===== config.mk =====
export PLATFORM = sky130hd
export DESIGN_NAME = latency_pipe_rx
export DESIGN_NICKNAME = d
export VERILOG_FILES = /design/src/rtl/latency_pipe_pkg.sv /design/src/rtl/sync_fifo_fwft.sv /design/src/rtl/latency_pipe_rx.sv
export SDC_FILE = /design/constraint.sdc
export NUM_CORES = 1
export LEC_CHECK = 0
export ABC_AREA = 1
export BUFFER_PORTS_ARGS = -buffer_cell sky130_fd_sc_hd__buf_4
export CAP_MARGIN = 20
export CORE_ASPECT_RATIO = 1.1
export CORE_UTILIZATION = 45
export DETAILED_ROUTE_END_ITERATION = 7
export HOLD_SLACK_MARGIN = 0.05
export PLACE_DENSITY = 0.66
export REMOVE_ABC_BUFFERS = 1
export SYNTH_ARGS = -nofsm -noshare
export SYNTH_HDL_FRONTEND = slang
export SYNTH_HIERARCHICAL = 1
export SYNTH_SLANG_ARGS = --single-unit

===== constraint.sdc =====
create_clock -name clk -period 4.45 [get_ports clk]
set_input_delay 0.445 -clock clk [delete_from_list [all_inputs] [get_ports clk]]
set_output_delay 0.445 -clock clk [all_outputs]
set_load 0.1 [all_outputs]

===== src/rtl/latency_pipe_pkg.sv =====
// Shared definitions for the latency pipe receive side: counter width helper
// and error-flag bit positions used when packing status registers.
package latency_pipe_pkg;

  localparam int unsigned ERR_CREDIT_BIT   = 0;
  localparam int unsigned ERR_OVERFLOW_BIT = 1;
  localparam int unsigned ERR_NUM_BITS     = 2;

  function automatic int unsigned clog2p1(input int unsigned n);
    return $clog2(n + 1);
  endfunction

endpackage


===== src/rtl/sync_fifo_fwft.sv =====
// First-word-fall-through FIFO with arbitrary (non power-of-two) depth.
// A push into a full FIFO is accepted only when a pop frees a slot that cycle.
module sync_fifo_fwft
  import latency_pipe_pkg::*;
#(
  parameter int unsigned WIDTH = 1,
  parameter int unsigned DEPTH = 8
) (
  input  logic                        clk,
  input  logic                        rst,
  input  logic                        push,
  input  logic [WIDTH-1:0]            push_data,
  input  logic                        pop,
  output logic                        head_valid,
  output logic [WIDTH-1:0]            head_data,
  output logic [clog2p1(DEPTH)-1:0]   count,
  output logic                        full
);

  localparam int unsigned PW = (DEPTH > 1) ? $clog2(DEPTH) : 1;
  localparam int unsigned CW = clog2p1(DEPTH);

  logic [WIDTH-1:0] mem_q [DEPTH];
  logic [PW-1:0]    wr_ptr_q, wr_ptr_d;
  logic [PW-1:0]    rd_ptr_q, rd_ptr_d;
  logic [CW-1:0]    count_q, count_d;
  logic             do_push, do_pop;

  function automatic logic [PW-1:0] ptr_inc(input logic [PW-1:0] p);
    return (p == PW'(DEPTH - 1)) ? '0 : PW'(p + 1'b1);
  endfunction

  assign full       = (count_q == CW'(DEPTH));
  assign head_valid = (count_q != '0);
  assign head_data  = mem_q[rd_ptr_q];
  assign count      = count_q;

  always_comb begin
    do_pop   = pop && head_valid;
    do_push  = push && (!full || do_pop);
    wr_ptr_d = do_push ? ptr_inc(wr_ptr_q) : wr_ptr_q;
    rd_ptr_d = do_pop  ? ptr_inc(rd_ptr_q) : rd_ptr_q;
    count_d  = count_q;
    if (do_push && !do_pop)      count_d = count_q + CW'(1);
    else if (do_pop && !do_push) count_d = count_q - CW'(1);
  end

  always_ff @(posedge clk) begin
    if (rst) begin
      wr_ptr_q <= '0;
      rd_ptr_q <= '0;
      count_q  <= '0;
    end else begin
      wr_ptr_q <= wr_ptr_d;
      rd_ptr_q <= rd_ptr_d;
      count_q  <= count_d;
    end
  end

  always_ff @(posedge clk) begin
    if (!rst && do_push) mem_q[wr_ptr_q] <= push_data;
  end

endmodule


===== src/rtl/latency_pipe_rx.sv =====
// Receive end of a fixed-latency pipe: buffers arriving entries, returns
// credits to the issuer on each pop and flags credit misuse and overflow.
module latency_pipe_rx
  import latency_pipe_pkg::*;
#(
  parameter int unsigned NUM_DELAY  = 5,
  parameter int unsigned PIPE_WIDTH = 1,
  parameter int unsigned DEPTH      = 8
) (
  input  logic                        clk,
  input  logic                        rst,
  input  logic                        issue,
  output logic                        credit_avail,
  output logic [clog2p1(DEPTH)-1:0]   credit_count,
  input  logic                        pipe_valid,
  input  logic [PIPE_WIDTH-1:0]       pipe_data,
  output logic                        out_valid,
  output logic [PIPE_WIDTH-1:0]       out_data,
  input  logic                        out_ready,
  output logic [clog2p1(DEPTH)-1:0]   occupancy,
  output logic                        err_credit,
  output logic                        err_overflow
);

  localparam int unsigned CW = clog2p1(DEPTH);

  logic [CW-1:0]           credit_q, credit_d;
  logic [ERR_NUM_BITS-1:0] err_q, err_d;
  logic                    head_valid, fifo_full, pop, take;
  logic [PIPE_WIDTH-1:0]   head_data;

  sync_fifo_fwft #(
    .WIDTH (PIPE_WIDTH),
    .DEPTH (DEPTH)
  ) u_fifo (
    .clk        (clk),
    .rst        (rst),
    .push       (pipe_valid),
    .push_data  (pipe_data),
    .pop        (pop),
    .head_valid (head_valid),
    .head_data  (head_data),
    .count      (occupancy),
    .full       (fifo_full)
  );

  assign pop = head_valid && out_ready;

  always_comb begin
    take     = issue && (credit_q != '0);
    credit_d = credit_q;
    if (take && !pop)      credit_d = credit_q - CW'(1);
    else if (pop && !take) credit_d = credit_q + CW'(1);
    err_d = err_q;
    if (issue && (credit_q == '0))           err_d[ERR_CREDIT_BIT]   = 1'b1;
    if (pipe_valid && fifo_full && !pop)     err_d[ERR_OVERFLOW_BIT] = 1'b1;
  end

  always_ff @(posedge clk) begin
    if (rst) begin
      credit_q <= CW'(DEPTH);
      err_q    <= '0;
    end else begin
      credit_q <= credit_d;
      err_q    <= err_d;
    end
  end

  assign credit_count = credit_q;
  assign credit_avail = (credit_q != '0);
  assign out_valid    = head_valid;
  assign out_data     = head_valid ? head_data : '0;
  assign err_credit   = err_q[ERR_CREDIT_BIT];
  assign err_overflow = err_q[ERR_OVERFLOW_BIT];

endmodule


# Yosys cells after proc, flatten, opt, wreduce, memory -nomap -nowiden
# Memory sizes are Yosys's and may differ from the RTL's. A register that Yosys moved wholly into a read port is not among the register bits.
# Cells that the tools add are included.
[totals] ff_bits=16 memories=1 in_bits=6 ramBits=8
[memory_table] name="u_fifo.mem_q" words=8 width=1 rd=1 rd_ports_with_merged_regs=1 wr=1 line="sync_fifo_fwft.sv:23" rtl="logic [WIDTH-1:0] mem_q [DEPTH];"
[classes] muxes=11 add_sub_neg=6 n_eq_ne=3 n_reduce_logical=24
[ops] op="two-way mux 4 bit" n=4
[ops] op="logical AND 1 bit" n=12
[ops] op="two-way mux 3 bit" n=4
[ops] op="adder 4 x 1 -> 4 bit (second input constant)" n=2
[ops] op="nonzero test 4 bit" n=2
[ops] op="subtractor 4 x 1 -> 4 bit (second input constant)" n=2
[ops] op="adder 3 x 1 -> 3 bit (second input constant)" n=2
[ops] op="== test 3 bit (second input constant)" n=2
[ops] op="logical NOT 1 bit" n=6
[ops] op="== test 4 bit (second input constant)" n=1
[ops] op="logical NOT 4 bit" n=1
[ops] op="nonzero test 2 bit" n=2
[ops] op="two-way mux 1 bit" n=3
[ops] op="logical OR 1 bit" n=1

# Longest topological paths before layout
# Gate-level depths: netlist (run 1).
[logic_depth] word_depth=9 depth_mapped=17

# Modules after synthesis
# The synthesis (run 1) kept the hierarchy.
[by_module_without_submodules] mod="sync_fifo_fwft" seq_area_each_um2=500.5 cells_per_inst=132 n_inst=1 area_each_um2=1087.3
[by_module_without_submodules] mod="latency_pipe_rx" seq_area_each_um2=120.1 cells_per_inst=54 n_inst=1 area_each_um2=374.1

# Worst setup path after synthesis (run 1)
# Ideal clock, no wire load.
[synth_path] path_type="reg2reg" startpoint="register u_fifo.count_q[3], in the netlist u_fifo/count[3]" endpoint="register u_fifo.count_q[3], in the netlist u_fifo/count[3]" setup_time_ns=0.109 synth_period_minus_slack_ns=3.472 setup_slack_ns=0.978 arrival_time_ns=3.363 path_stages_with_launch=18 required_time_ns=4.341 path_cell_list="dfxtp_1 -> inv_1 -> nand3_2 -> nand2_1 -> inv_1 -> inv_1 -> nand4_4 -> nand2_2 -> inv_2 -> ha_1 -> inv_1 -> ha_1 -> a21oi_1 -> nand2_1 -> nand2_1 -> nand3_1 -> nand2_1 -> inv_1"
[synth_via] elab_chain_cells=8
[synth_rtl] item="start, declared" line="sync_fifo_fwft.sv:26" rtl="logic [CW-1:0] count_q, count_d;"
[synth_rtl] item="start signal, assigned" line="sync_fifo_fwft.sv:56" rtl="count_q <= count_d;"
[synth_rtl] item="nonzero test 4 bit *" line="sync_fifo_fwft.sv:34" rtl="assign head_valid = (count_q != '0);"
[synth_rtl] item="named net out_valid" line="latency_pipe_rx.sv:17" rtl="output logic out_valid,"
[synth_rtl] item="logical AND 1 bit *" line="latency_pipe_rx.sv:47" rtl="assign pop = head_valid && out_ready;"
[synth_rtl] item="named net pop" line="latency_pipe_rx.sv:29" rtl="logic head_valid, fifo_full, pop, take;"
[synth_rtl] item="logical AND 1 bit *" line="sync_fifo_fwft.sv:39" rtl="do_pop = pop && head_valid;"
[synth_rtl] item="logical OR 1 bit" line="sync_fifo_fwft.sv:40" rtl="do_push = push && (!full || do_pop);"
[synth_rtl] item="logical AND 1 bit" line="sync_fifo_fwft.sv:40"
[synth_rtl] item="logical NOT 1 bit" line="sync_fifo_fwft.sv:45" rtl="else if (do_pop && !do_push) count_d = count_q - CW'(1);"
[synth_rtl] item="logical AND 1 bit" line="sync_fifo_fwft.sv:45"
[synth_rtl] item="nonzero test 2 bit (no source line)"
# Mark *: on every way through the listed nets, which the timed path passes. The rest lies on a longest branch. The select of a mux whose other input is x is not followed.
# A chain may end at the register's enable or synchronous reset.

# Worst setup path in the final report (run 1)
[layout_path] startpoint="register u_fifo.count_q[0], in the netlist u_fifo/count[0]" endpoint="register u_fifo.count_q[3], in the netlist u_fifo/count[3]"
[layout_via] elab_chain_cells=8
[layout_rtl] item="nonzero test 4 bit *" line="sync_fifo_fwft.sv:34"
[layout_rtl] item="logical AND 1 bit *" line="latency_pipe_rx.sv:47"
[layout_rtl] item="named net pop" line="latency_pipe_rx.sv:29"
[layout_rtl] item="logical AND 1 bit *" line="sync_fifo_fwft.sv:39"
[layout_rtl] item="logical OR 1 bit" line="sync_fifo_fwft.sv:40"
[layout_rtl] item="logical AND 1 bit" line="sync_fifo_fwft.sv:40"
[layout_rtl] item="logical NOT 1 bit" line="sync_fifo_fwft.sv:45"
[layout_rtl] item="logical AND 1 bit" line="sync_fifo_fwft.sv:45"
[layout_rtl] item="nonzero test 2 bit (no source line)"
# Marks and branches as above.

==> results_dict.tcl, run 1 <==
set metrics [dict create \
    async_reset_ff_share_pct 0 \
    place.gp.congestion 0.736 \
    routed_via_density 5.08 \
    yosys.area_share.simple_pct 27.8 \
    die_w_um 56.3 \
    grt-ovfl-total 0 \
    numCtsBuffers 3 \
    cts_setup_buffers 0 \
    clk_latency_ns 0.31 \
    drive_above_1_share_pct 15.0 \
    finalSetupViolations 0 \
    period_share_pct 57.9 \
    yosysWarnings 6 \
    drt-initial-drc-count 27 \
    max_slew_margin_pct 78.6 \
    critPathCaptureType "flop" \
    num-fill-cells 289 \
    ys_ff_latch 27 \
    clock-sinks 27 \
    area_growth_pct 13.6 \
    portBuffers 18 \
    status "completed" \
    drc_errors 0 \
    fp-row-count 21 \
    multiInputGateArea_sq_um 719 \
    cp.arrival_ns 2.81 \
    yosysTopAreaCellShare_pct 26.0 \
    dieArea_sq_mm 0.00348 \
    avgRoutedWirePerCell_um 11.3 \
    ys.flop_type "dfxtp_1" \
    num_io_pins 19 \
    max_freq_mhz 388 \
    crit_path_start_kind "flop" \
    cts_buffer_depth 2 \
    vias 1224 \
    layout.nets 225 \
    htreeDepth 1 \
    timing.max_cap.violations 0 \
    place_area_sq_mm 0.00163 \
    drtAntennaViolNets 0 \
    fin_area_sq_mm 0.00166 \
    synth_top_family_by_area "simple AND/OR/NAND/NOR gates" \
    grt_pass1_wl_mm 4.52 \
    synth_top_area_cell "dfxtp_1" \
    synth_area_sq_mm 0.00146 \
    hold_violations 0 \
    drt-total-wl_mm 2.72 \
    synth.avg_cell_area_sq_um 7.86 \
    worstHoldPathType "in -> reg" \
    start_util_pct 47.5 \
    clkSlewWorstSetupHoldPaths_ns 0.13 \
    diodes 0 \
    yosys.area_share.xor_xnor_pct 1.80 \
    synth_cell_type_count 28 \
    grt_max_degree 15 \
    track_usage_pct 16.8 \
    first_pass_iters 4 \
    timing.setup.tns_ns 0 \
    fin_skew_ns 0.00115 \
    cp_max_fo 8 \
    finalMaxSlewViolations 0 \
    coreArea_sq_mm 0.00307 \
    post-dp-hpwl_mm 2.17 \
    cts_tree "built" \
    utilization_pct 54.0 \
    seqCellArea_sq_um 621 \
    antenna_found_initial 0 \
    period_minus_slack_ns 2.58 \
    synth_mux_area_share_pct 0 \
    synth-compound-area-share_pct 9.67 \
    grt_pass1_vias 1144 \
    dieHeight_um 61.8 \
    postSynthCellCount 186 \
    synth-edff-count 8 \
    worstSetupPathType "reg -> reg" \
    cts_root_buffer "clkbuf_4" \
    cp_data_required_time_ns 4.68 \
    synthAdderAreaFrac_pct 9.93 \
    cts_resized 0 \
    seq_area_frac_synth_pct 42.5 \
    holdBufCountCts 0 \
    rsz0062_at_grt "false" \
    ys_top_cells_by_area "dfxtp_1, edfxtp_1, ha_1, nor2_1, nand2_1" \
    worstMarginPinSlew_ns 0.320 \
]
final cells by class:
cell class | instances | area share (%)
repair buffers | 18 | 8.14
inverters | 31 | 7.01
well taps | 34 | 2.56
clock buffers | 4 | 1.58
multi-input cells | 127 | 43.3
flip-flops and latches | 27 | 37.4
routing by layer:
metal  track usage [%]  part of all wire (%)  vias up
met5                 0                     0        -
met4              8.71                  0.85        0
met3              2.90                   4.1        2
met2              31.3                    52       22
met1              19.1                    43      559
li1                  -                     -      641
worst paths after layout:
path | from | cells past startpoint | endpoint | slack [ns]
min | rst | 2 | credit_count[0]$_SDFFE_PP0P_ | 0.34
max reg2reg | u_fifo/count[0]$_SDFFE_PP0P_ | 17 | u_fifo/count[3]$_SDFFE_PP0P_ | 1.87
min reg2reg | err_q[0]$_SDFFE_PP0P_ | 2 | err_q[0]$_SDFFE_PP0P_ | 0.47
max | u_fifo/count[0]$_SDFFE_PP0P_ | 17 | u_fifo/count[3]$_SDFFE_PP0P_ | 1.87
placed cells by master, fill, tap and decap left out, drive strengths merged:
cell,Yosys,layout
nand3,13,13
clkbuf,0,4
nand3b,2,2
clkinv,1,1
inv,30,30
and2,1,1
a211oi,1,1
nand2,33,33
o21ai,12,12
edfxtp,8,8
nor2,33,33
fa,1,1
a31oi,1,1
a21oi,12,12
o21bai,1,1
ha,10,10
nor4,1,1
xnor2,1,1
dfxtp,19,19
nand4,3,3
buf,1,18
xor2,2,2
worst max-delay path, stage by stage, from the launching register on:
cell and delay [ns]:
dfxtp_1 0.43, nor2_4 0.18, nand3_2 0.15, nand2_1 0.17, inv_1 0.10, inv_1 0.10, nand4_4 0.17, nand2_2 0.10
inv_2 0.04, ha_1 0.18, inv_1 0.13, ha_1 0.29, a21oi_1 0.20, nand2_1 0.07, nand2_1 0.05, nand3_1 0.06
nand2_1 0.06, inv_1 0.03
cells by family (layout without fill, tap and decap cells):
group                    Yosys count  in the layout
AND/OR/NAND/NOR                   86             86
AO/OA/AOI/OAI                     27             27
flip-flops                        27             27
XOR/XNOR                           3              3
buffers and inverters             32             53
adder cells (fa/ha/maj)           11             11
cell usage after synthesis (2+ instances only):
cell      count
nand2_2       2
inv_2         2
nor2_1       31
ha_1         10
edfxtp_1      8
inv_1        28
nand3b_1      2
nand3_1      11
nand2_1      30
dfxtp_1      19
nand3_2       2
xor2_1        2
a21oi_1      12
o21ai_0      12
nand4_1       2
metrics by stage:
| step | setup WS, ns | hold slack (ns) | instances |
|---|---|---|---|
| 3_3_place_gp | 2.01 | 0.448 | 237 |
| 2_1_floorplan | 0.978 | 0.483 | 185 |
| 6_report | 1.87 | 0.343 | 241 |
| 5_1_grt | 1.64 | 0.337 | 241 |
| 4_1_cts | 1.86 | 0.336 | 241 |
| 3_5_place_dp | 1.89 | 0.457 | 237 |
Power of run 1 is left out: the tool's default activity adds up to more than one toggle a clock period on the data nets, which glitch-free logic cannot reach.
==> run 2, diff against run 1 <==
--- a/config.mk
+++ b/config.mk
@@ -12,7 +12,7 @@
 export CORE_UTILIZATION = 45
 export DETAILED_ROUTE_END_ITERATION = 7
 export HOLD_SLACK_MARGIN = 0.05
-export PLACE_DENSITY = 0.66
+export PLACE_DENSITY = 0.68
 export REMOVE_ABC_BUFFERS = 1
 export SYNTH_ARGS = -nofsm -noshare
 export SYNTH_HDL_FRONTEND = slang
==> constraint.sdc (replaced) <==
create_clock -name clk -period 2.1 [get_ports clk]
set_input_delay 0.21 -clock clk [delete_from_list [all_inputs] [get_ports clk]]
set_output_delay 0.21 -clock clk [all_outputs]
set_load 0.1 [all_outputs]
==> run 2 against run 1 <==
Effect of this change: maximum frequency up 31%; cell area up 7.6%; setup slack worse by 1.7 ns; flip-flop and latch count unchanged; largest cell class unchanged; routed wire length up 3.6%; clock skew up 0.010 ns; via count up 2.6%; sequential share of layout area down 2.2 points; critical path type unchanged; register-to-register slack worse by 1.7 ns; final cell count up 4.6%; critical endpoint is now u_fifo/count[2]$_SDFFE_PP0P_; first-iteration DRC count up 3.7%.
==> results_dict.tcl, run 2 (synthesis results as in run 1) <==
set metrics [dict create \
    finalSetupViolations 0 \
    critPathCaptureType "flop" \
    crit_path_start_kind "flop" \
    layout_common_cells "nor2_1, nand2_1, buf_4" \
    hold_violations 0 \
    portBuffers 18 \
    holdWs_ns 0.111 \
    grt_pass1_vias 1051 \
    track_usage_pct 15.9 \
    first_pass_iters 4 \
    grt-ovfl-total 0 \
    cp_data_required_time_ns 2.32 \
    rr_worst_depth 12 \
    numCtsBuffers 3 \
    grt_max_degree 15 \
    worst_path_largest_cell_delay_ns 0.37 \
    cts_tree "built" \
    diodes 0 \
    clock-sinks 27 \
    drt-initial-drc-count 28 \
    cts_setup_buffers 0 \
    avgRoutedWirePerCell_um 11.2 \
    fp-row-count 21 \
    clkSlewWorstSetupHoldPaths_ns 0.15 \
    worstHoldPathType "in -> reg" \
    start_util_pct 47.5 \
    final_common_cell "nor2_1" \
    timing.max_cap.violations 0 \
    place_area_sq_mm 0.00172 \
    hold_depth 1 \
    finalMaxSlewViolations 0 \
    rrSetupSlack_ns 0.13 \
    utilization_pct 58.1 \
    max_freq_mhz 507 \
    drc_errors 0 \
    num-fill-cells 283 \
    crit_chain "nor2_4 > nand3_2 > nand2_1 > inv_1 > buf_4 > nand2_4 > ha_2 > inv_4 > fa_1 > xor2_1 > o21ai_1 > inv_1" \
    clk_latency_ns 0.32 \
    dieHeight_um 61.8 \
    drtAntennaViolNets 0 \
    htreeDepth 1 \
    dieArea_sq_mm 0.00348 \
    vias 1256 \
    cts_root_buffer "clkbuf_4" \
    post-dp-hpwl_mm 2.23 \
    routed_via_density 4.98 \
    cts_buffer_depth 2 \
    layout.nets 236 \
    coreArea_sq_mm 0.00307 \
    rsz0062_at_grt "false" \
    die_w_um 56.3 \
    period_share_pct 93.8 \
    period_minus_slack_ns 1.97 \
    antenna_found_initial 0 \
    grt_pass1_wl_mm 4.34 \
    area_growth_pct 22.3 \
    max_slew_margin_pct 79.5 \
    fin_area_sq_mm 0.00179 \
    worstMarginPinSlew_ns 0.305 \
    worstSetupPathType "reg -> reg" \
    crit_slowest_cell "fa_1" \
    drt-total-wl_mm 2.82 \
    cp_max_fo 5 \
    cp.arrival_ns 2.19 \
    status "completed" \
    drive_above_1_share_pct 24.8 \
    path_common_cell "inv_1" \
    fin_skew_ns 0.0111 \
    holdBufCountCts 0 \
    place.gp.congestion 0.813 \
    num_io_pins 19 \
]
[run 2: critical path: cells and delay by family (launching register included)]
kind	cells	cell delay, ns
DFF	1	0.36
adders and majority gates	2	0.58
xor gates and xnor gates	1	0.15
and+or+nand+nor	4	0.35
AOI/OAI and AO/OA	1	0.12
buffers and inverters	4	0.30
[run 2: metrics by stage]
stage	instances	setup WS, ns	setup TNS (ns)
final	252	0.129	0
after CTS	252	0.00824	0
after floorplan	185	-1.37	-19.66
after global routing	252	0.0191	0
after detailed placement	248	-0.0564	-0.0564
after global placement	248	0.0712	0
[run 2: per-layer routing]
layer,track usage [%],vias up,wire length (um)
met2,29.3,19,1430
met5,0,-,0
li1,-,662,-
met3,2.69,2,75
met1,19.2,573,1290
met4,5.92,0,20
[run 2: final timing paths]
kind                                start                            to
max          u_fifo/count[0]$_SDFFE_PP0P_  u_fifo/count[2]$_SDFFE_PP0P_
min                             pipe_data     u_fifo/mem_q[6]$_DFFE_PP_
max reg2reg  u_fifo/count[0]$_SDFFE_PP0P_  u_fifo/count[2]$_SDFFE_PP0P_
min reg2reg         err_q[0]$_SDFFE_PP0P_         err_q[0]$_SDFFE_PP0P_
[run 2: timing repair]
item | in CTS | in global routing
cloned | 0 | 0
endpoints found under the setup margin | 1 | 4
pin swaps | 0 | 1
resized for setup | 2 | 14
[run 2: final cells by class]
cell class | instances | area, sq um | share of cell area (%)
multi-input combinational | 127 | 753 | 42.2
tap | 34 | 42.5 | 2.38
timing repair buffer | 29 | 218 | 12.2
sequential | 27 | 628 | 35.2
clock buffer | 4 | 26.3 | 1.47
inverter | 31 | 119 | 6.65
Power of run 2 is left out for the same reason.
==> run 3, diff against run 2 <==
--- a/config.mk
+++ b/config.mk
@@ -5,14 +5,13 @@
 export SDC_FILE = /design/constraint.sdc
 export NUM_CORES = 1
 export LEC_CHECK = 0
-export ABC_AREA = 1
 export BUFFER_PORTS_ARGS = -buffer_cell sky130_fd_sc_hd__buf_4
 export CAP_MARGIN = 20
 export CORE_ASPECT_RATIO = 1.1
 export CORE_UTILIZATION = 45
 export DETAILED_ROUTE_END_ITERATION = 7
 export HOLD_SLACK_MARGIN = 0.05
-export PLACE_DENSITY = 0.68
+export PLACE_DENSITY = 0.69
 export REMOVE_ABC_BUFFERS = 1
 export SYNTH_ARGS = -nofsm -noshare
 export SYNTH_HDL_FRONTEND = slang
==> run 3 against run 2 <==
Effect of this change: area after synthesis decreased by 8.7%; via count decreased by 14%; the flow now finishes with violations (setup timing); maximum frequency decreased by 21%; final cell count decreased by 20%; flip-flop and latch count unchanged; global-route usage increased by 3.7 points; critical path depth decreased by 1; first-iteration DRC count decreased by 39%; die area decreased by 8.4%; sequential share of layout area decreased by 1.2 points; synthesized cell count decreased by 32%; routed wire length decreased by 3.1%.
==> results_dict.tcl, run 3 <==
set metrics [dict create \
    status "complete, but fails checks" \
    violations "setup timing" \
    hold_violations 0 \
    layout_common_cells "buf_4, dfxtp_1, nor2_1" \
    rsz0062_at_grt "true" \
    dieArea_sq_mm 0.00319 \
    cp_data_required_time_ns 2.33 \
    portBuffers 18 \
    cp_max_fo 3 \
    yosysTopAreaCellShare_pct 28.5 \
    grt-ovfl-total 0 \
    grt_max_degree 23 \
    final.setup.worst_slack_ns -0.398 \
    max_freq_mhz 400 \
    yosysWarnings 6 \
    period_minus_slack_ns 2.50 \
    fin_skew_ns 0.00665 \
    place_area_sq_mm 0.00165 \
    vias 1084 \
    diodes 0 \
    fp-row-count 20 \
    antenna_found_initial 0 \
    holdBufCountCts 0 \
    synthMostInstantiatedCell "dfxtp_1" \
    die_w_um 53.9 \
    final_common_cell "buf_4" \
    clock-sinks 27 \
    clk_latency_ns 0.33 \
    cp.arrival_ns 2.73 \
    grt_pass1_wl_mm 4.46 \
    critPathCaptureType "flop" \
    area_growth_pct 38.0 \
    cts_buffer_depth 2 \
    numCtsBuffers 3 \
    period_share_pct 119 \
    ys_top_cells_by_area "dfxtp_1, edfxtp_1, ha_1, nor2_1, a21oi_1" \
    drive_above_1_share_pct 45.6 \
    finalMaxSlewViolations 0 \
    dp_slack_ns -0.559 \
    finalSetupViolations 4 \
    cts_root_buffer "clkbuf_4" \
    multiInputGateArea_sq_um 806 \
    num-fill-cells 223 \
    ys_ff_latch 27 \
    drt-total-wl_mm 2.73 \
    async_reset_ff_share_pct 0 \
    htreeDepth 1 \
    worstSetupPathType "reg -> reg" \
    worstMarginPinSlew_ns 0.346 \
    worstHoldPathType "in -> reg" \
    netlist_top_cells_count "dfxtp_1, nor2_1, ha_1" \
    grt_pass1_vias 1027 \
    seq_area_frac_synth_pct 46.5 \
    place.gp.congestion 0.764 \
    track_usage_pct 19.6 \
    fin_area_sq_mm 0.00184 \
    timing.max_cap.violations 0 \
    layout.nets 187 \
    postSynthCellCount 126 \
    coreArea_sq_mm 0.00280 \
    rr_worst_depth 11 \
    synth_area_sq_mm 0.00133 \
    num_io_pins 19 \
    routed_via_density 5.37 \
    post-dp-hpwl_mm 1.96 \
    drtAntennaViolNets 0 \
    crit_path_start_kind "flop" \
    ys.flop_type "dfxtp_1" \
    max_slew_margin_pct 76.7 \
    synth_top_area_cell "dfxtp_1" \
    drt-initial-drc-count 17 \
    drc_errors 0 \
    synth-edff-count 8 \
    first_pass_iters 4 \
    hold_depth 3 \
    dieHeight_um 59.1 \
    clkSlewWorstSetupHoldPaths_ns 0.14 \
    avgRoutedWirePerCell_um 13.5 \
    seqCellArea_sq_um 626 \
    synth_cell_type_count 38 \
    start_util_pct 47.6 \
    synth.avg_cell_area_sq_um 10.6 \
    holdWs_ns 0.106 \
    cts_tree "built" \
]
==> run 3: cell types whose count changed in the layout (fill, tap and decap cells not counted), sizes merged, moves of 4 or more <==
cell | before | now
buf | 29 | 41
inv | 30 | 5
nand2 | 33 | 10
nand3 | 13 | 2
nor2 | 33 | 14
nor3 | 0 | 4
o21ai | 12 | 4
or3 | 0 | 4
==> run 3: kinds of logic after synthesis <==
logic type	count (synthesis)	synth area share, %
AO/OA/AOI/OAI	19	9.38
flip-flops	27	46.5
multiplexers	7	7.32
AND/OR/NAND/NOR	50	20.6
buffers and inverters	7	1.97
adder cells (fa/ha/maj)	11	10.9
XOR/XNOR	5	3.28
==> run 3: final timing paths <==
| kind | startpoint | to | slack [ns] |
|---|---|---|---|
| setup / recovery | u_fifo/count[0]$_SDFFE_PP0P_ | u_fifo/count[3]$_SDFFE_PP0P_ | -0.40 |
| hold / removal | issue | err_q[0]$_SDFFE_PP0P_ | 0.11 |
| setup reg to reg | u_fifo/count[0]$_SDFFE_PP0P_ | u_fifo/count[3]$_SDFFE_PP0P_ | -0.40 |
| hold reg to reg | err_q[0]$_SDFFE_PP0P_ | err_q[0]$_SDFFE_PP0P_ | 0.48 |
==> run 3: routing by layer <==
metal,global-route usage (%),vias to the layer above,share of wire (%)
li1,-,537,-
met2,33.3,21,53
met4,9.40,0,1.9
met5,0,-,0
met3,3.59,5,3.1
met1,23.3,521,42
==> run 3: through the flow <==
step / util (%) / TNS (ns) / std cells
global route: 65.7 / -1.45 / 202
detailed placement: 59.0 / -1.43 / 195
finish: 65.7 / -1.12 / 202
floorplan: - / -13.95 / 124
global placement: 59.0 / -1.12 / 195
CTS: 65.3 / -2.56 / 206
==> run 3: timing repair <==
item / CTS / global route
endpoints found under the setup margin: 5 / 12
gates resized for setup: 22 / 8
buffers inserted: 7 / 1
pin swaps: 10 / 2
==> run 3: layout make-up <==
cell class | count | share of cell area (%)
flip-flops and latches | 27 | 34.0
inverters | 5 | 1.16
well taps | 33 | 2.24
multi-input cells | 92 | 43.8
clock buffers | 3 | 1.22
clock inverters | 1 | 0.272
repair buffers | 41 | 17.3
==> run 3: critical path, stage by stage (launching register included) <==
cell      delay [ns]
dfxtp_2         0.35
buf_6           0.11
or4b_4          0.53
o21ai_4         0.17
inv_2           0.06
ha_4            0.17
inv_4           0.06
ha_4            0.21
a21oi_4         0.14
a211oi_2        0.08
a31oi_1         0.17
mux2_2          0.35
Power of run 3 is left out for the same reason.
